[src/rtl/hazard_ctrl.sv]
// Hazard unit for a 5-stage pipeline: operand forwarding, load-use stall and PC/branch flushes.
// Define HAZARD_PERF_EN to build the saturating stall/flush counters; otherwise they read zero.
module hazard_ctrl (
  input  logic        clk,
  input  logic        reset,
  input  logic        RegWriteD,
  input  logic        MemtoRegD,
  input  logic        PCSrcD,
  input  logic        BranchD,
  input  logic        CondExE,
  input  logic        Match_1E_M,
  input  logic        Match_1E_W,
  input  logic        Match_2E_M,
  input  logic        Match_2E_W,
  input  logic        Match_12D_E,
  output logic [1:0]  ForwardAE,
  output logic [1:0]  ForwardBE,
  output logic        StallF,
  output logic        StallD,
  output logic        FlushD,
  output logic        FlushE,
  output logic        BranchTakenE,
  output logic        RegWriteW,
  output logic        MemtoRegW,
  output logic        PCSrcW,
  output logic [15:0] LdStallCnt,
  output logic [15:0] FlushCnt
);

  logic RegWriteE, MemtoRegE, PCSrcE, BranchE;
  logic RegWriteM, MemtoRegM, PCSrcM;
  logic LDRstall, PCWrPendingF;
  logic branch_taken, flush_e_raw, flush_d_raw;
  logic [1:0] fwd_a, fwd_b;

  // Raw hazard terms depend only on registered state and inputs, so the
  // flush feeding the E-stage registers forms no combinational loop.
  assign branch_taken = BranchE & CondExE;
  assign LDRstall     = Match_12D_E & MemtoRegE & RegWriteE;
  assign PCWrPendingF = PCSrcD | PCSrcE | PCSrcM;
  assign flush_e_raw  = LDRstall | branch_taken;
  assign flush_d_raw  = PCWrPendingF | PCSrcW | branch_taken;

  always_comb begin
    fwd_a = 2'b00;
    if (Match_1E_M & RegWriteM)      fwd_a = 2'b10;
    else if (Match_1E_W & RegWriteW) fwd_a = 2'b01;
  end

  always_comb begin
    fwd_b = 2'b00;
    if (Match_2E_M & RegWriteM)      fwd_b = 2'b10;
    else if (Match_2E_W & RegWriteW) fwd_b = 2'b01;
  end

  always_ff @(posedge clk or negedge reset) begin
    if (!reset) begin
      RegWriteE <= 1'b0;
      MemtoRegE <= 1'b0;
      PCSrcE    <= 1'b0;
      BranchE   <= 1'b0;
      RegWriteM <= 1'b0;
      MemtoRegM <= 1'b0;
      PCSrcM    <= 1'b0;
      RegWriteW <= 1'b0;
      MemtoRegW <= 1'b0;
      PCSrcW    <= 1'b0;
    end else begin
      if (flush_e_raw) begin
        RegWriteE <= 1'b0;
        MemtoRegE <= 1'b0;
        PCSrcE    <= 1'b0;
        BranchE   <= 1'b0;
      end else begin
        RegWriteE <= RegWriteD;
        MemtoRegE <= MemtoRegD;
        PCSrcE    <= PCSrcD;
        BranchE   <= BranchD;
      end
      // A failed condition squashes the architectural side effects in M.
      RegWriteM <= RegWriteE & CondExE;
      PCSrcM    <= PCSrcE & CondExE;
      MemtoRegM <= MemtoRegE;
      RegWriteW <= RegWriteM;
      MemtoRegW <= MemtoRegM;
      PCSrcW    <= PCSrcM;
    end
  end

  // Combinational outputs are masked so nothing leaks from live inputs during reset.
  assign ForwardAE    = reset ? fwd_a : 2'b00;
  assign ForwardBE    = reset ? fwd_b : 2'b00;
  assign StallF       = reset & (LDRstall | PCWrPendingF);
  assign StallD       = reset & LDRstall;
  assign FlushD       = reset & flush_d_raw;
  assign FlushE       = reset & flush_e_raw;
  assign BranchTakenE = reset & branch_taken;

`ifdef HAZARD_PERF_EN
  always_ff @(posedge clk or negedge reset) begin
    if (!reset) begin
      LdStallCnt <= 16'h0000;
      FlushCnt   <= 16'h0000;
    end else begin
      if (LDRstall && (LdStallCnt != 16'hFFFF))
        LdStallCnt <= LdStallCnt + 16'd1;
      if ((flush_e_raw || flush_d_raw) && (FlushCnt != 16'hFFFF))
        FlushCnt <= FlushCnt + 16'd1;
    end
  end
`else
  assign LdStallCnt = 16'h0000;
  assign FlushCnt   = 16'h0000;
`endif

endmodule

[config.mk]
export PLATFORM = sky130hd
export DESIGN_NAME = hazard_ctrl
export DESIGN_NICKNAME = d
export VERILOG_FILES = /design/src/rtl/hazard_ctrl.sv
export SDC_FILE = /design/constraint.sdc
export NUM_CORES = 1
export LEC_CHECK = 0
export BUFFER_PORTS_ARGS = -buffer_cell sky130_fd_sc_hd__buf_2
export CAP_MARGIN = 25
export CORE_MARGIN = 5
export CORE_UTILIZATION = 36
export CTS_CLUSTER_DIAMETER = 60
export DETAILED_ROUTE_END_ITERATION = 10
export MAX_ROUTING_LAYER = met4
export PLACE_DENSITY = 0.78
export SLEW_MARGIN = 10
export SYNTH_ARGS = -nofsm -noshare
export SYNTH_HDL_FRONTEND = slang
export SYNTH_SLANG_ARGS = --single-unit
[constraint.sdc]
create_clock -name clk -period 1.1 [get_ports clk]
set_input_delay 0.22 -clock clk [delete_from_list [all_inputs] [get_ports clk]]
set_output_delay 0.22 -clock clk [all_outputs]
set_load 0.02 [all_outputs]
==> results_dict.tcl <==
set metrics [dict create \
    switchingPower_w 0.000334 \
    instances_no_fill 114 \
    h-tree-depth 1 \
    die-height_um 51.7 \
    skew_ps 0.572 \
    avgSynthCellArea_um2 9.79 \
    crit_buf_inv 1 \
    postLayoutCellArea_um2 842 \
    sw_frac_of_total_pct 32.6 \
    fin_crit_ps 1410 \
    final_common_cell "conb_1" \
    final_cell_mix "conb_1, buf_2, dfrtp_1" \
    startpoint_type "flop" \
    p_leak_nw 0.459 \
    min_path_type "input port to async pin" \
    setup-violations-final 9 \
    overflow 0 \
    rows 15 \
    crit_chain "and3_4 -> or2_4 -> buf_6" \
    clkPwrFrac_pct 31.7 \
    drt_iter0_markers 0 \
    violations "negative setup slack" \
    antenna_found_initial 0 \
    die_w_um 51.7 \
    fmax_ghz 0.710 \
    drc_errors 0 \
    status "finished with violations" \
    io_pins 56 \
    gp_congestion 0.740 \
    via_per_inst 4.05 \
    cellPowerDensity_mw_per_mm2 1220 \
    p_int_w 0.000690 \
    clock-sinks 10 \
    diodes 0 \
    netlist_area_um2 627 \
    worst_ep_required_time_ps 880 \
    peakVddDrop_v 0.000684 \
    die_area_mm2 0.00268 \
    place_ws_ps -70.9 \
    p_comb_share_pct 27.8 \
    end_kind "output pin" \
    cts.clk_slew.worst_paths_ps 60 \
    synth_warnings 0 \
    crit_family "simple AND/OR/NAND/NOR gates" \
    grt_pass1_vias 466 \
    route.final.wire_length_um 1380 \
    cts_tree "yes" \
    ys_ff_latch 10 \
    slowest_stage "dfrtp_1" \
    hold_viol 0 \
    dpl.hpwl_um 984 \
    yosysUniqueCellTypes 13 \
    clk_latency_ps 260 \
    grt_pass1_wl_um 2080 \
    port_buffers 23 \
    period_share_pct 128 \
    cpPeakStageDelay_ps 390 \
    root_buffer "clkbuf_4" \
    nets 110 \
    critPathMaxFanout 2 \
    crit_type "flop to output pin" \
    placement.cell_area_um2 681 \
    wl_per_cell_um 12.1 \
    crit_arrival_ps 1190 \
    power_frac_seq_pct 40.5 \
    grtUsageTotal_pct 11.2 \
    vias 462 \
    start_util_pct 37.1 \
    area_growth_pct 34.3 \
    holdWs_ps 30.1 \
    numCtsBuffers 3 \
    num-fill-cells 164 \
    dp.cells 107 \
    core_mm2 0.00169 \
    drive_gt1_share_pct 49.5 \
    drtAntennaViolNets 0 \
    drt_first_pass_iters 1 \
    ys_seq_area_share_pct 39.9 \
    syn_inst 64 \
    grt_max_degree 8 \
    cap_violations 0 \
    fin_ws_ps -309 \
    clockBufferDepth 2 \
    slew_viol_final 0 \
    rsz0062_at_grt "yes" \
]
-- layer usage --
metal / routed length, um / track usage, %
met1: 508 / 11.1
met4: 19 / 6.55
met3: 194 / 3.44
met2: 659 / 19.5
met5: 0 / -
-- state kept, by name, indices dropped and copies added, names as in the netlist --
register,count
BranchE,1
MemtoRegE,1
MemtoRegM,1
MemtoRegW,1
PCSrcE,1
PCSrcM,1
PCSrcW,1
RegWriteE,1
RegWriteM,1
RegWriteW,1
-- path summary, 6_finish.rpt --
kind / slack [ps] / cells past startpoint / from / to
max in group asynchronous: 420 / 3 / reset / PCSrcM
hold reg to reg: 350 / 0 / MemtoRegM / MemtoRegW
min in group clk: 160 / 2 / RegWriteD / RegWriteE
hold / removal: 30 / 3 / reset / RegWriteW
setup reg to reg: 90 / 3 / MemtoRegE / BranchE
setup / recovery: -310 / 3 / BranchE / FlushE
-- synthesized netlist by cell type, drive strengths merged --
cell type | n | area (um^2)
conb | 1 | 3.75
buf | 32 | 240
or2 | 1 | 6.26
nand3 | 2 | 10.0
and3 | 3 | 18.8
nor3 | 1 | 5.00
dfrtp | 10 | 250
and4 | 1 | 11.3
a21oi | 4 | 20.0
and2 | 6 | 37.5
a32oi | 1 | 8.76
inv | 1 | 3.75
o21bai | 1 | 11.3
-- worst register-to-register path: stages (launching register included) --
cell and delay, ps:
dfrtp_1 380, buf_4 140, a32oi_2 260, and2_1 170
-- power groups by stage --
stage | sequential (W) | clock [W] | combinational [W]
2_1_floorplan | 0.000424 | 0 | 0.000236
3_3_place_gp | 0.000416 | 0 | 0.000227
3_5_place_dp | 0.000418 | 0 | 0.000229
4_1_cts | 0.000412 | 0.000339 | 0.000260
5_1_grt | 0.000419 | 0.000359 | 0.000306
6_report | 0.000415 | 0.000324 | 0.000285
-- cell type report --
type	instances	area, um^2	area share, %
multi-input cells	52	310	36.8
well taps	17	21.3	2.53
flip-flops and latches	10	251	29.9
repair buffers	30	219	26.0
clock buffers	4	36.3	4.31
inverters	1	3.75	0.446
-- stage by stage --
step | total power, W | setup TNS (ps) | util [%]
4_1_cts | 0.00101 | -1590 | 46.2
3_3_place_gp | 0.000643 | -111 | 40.3
6_report | 0.00102 | -1470 | 49.9
3_5_place_dp | 0.000647 | -143 | 40.3
2_1_floorplan | 0.000659 | -7.52 | -
5_1_grt | 0.00108 | -2020 | 49.9
-- timing repair --
item	in CTS	in global routing
pin swaps	7	6
hold endpoints to repair	4	0
setup endpoints to repair	9	14
setup buffers	2	0
hold buffers	1	0
gates resized for setup	12	15
-- kinds of logic (layout without fill, tap and decap cells) --
group / after synthesis / in the layout / share of synthesized area (%)
buffers and inverters: 33 / 35 / 38.9
AND/OR/NAND/NOR: 14 / 14 / 14.2
flip-flops: 10 / 10 / 39.9
AO/OA/AOI/OAI: 6 / 6 / 6.39
other: 1 / 32 / 0.598
(Power assumes the default switching activity.)
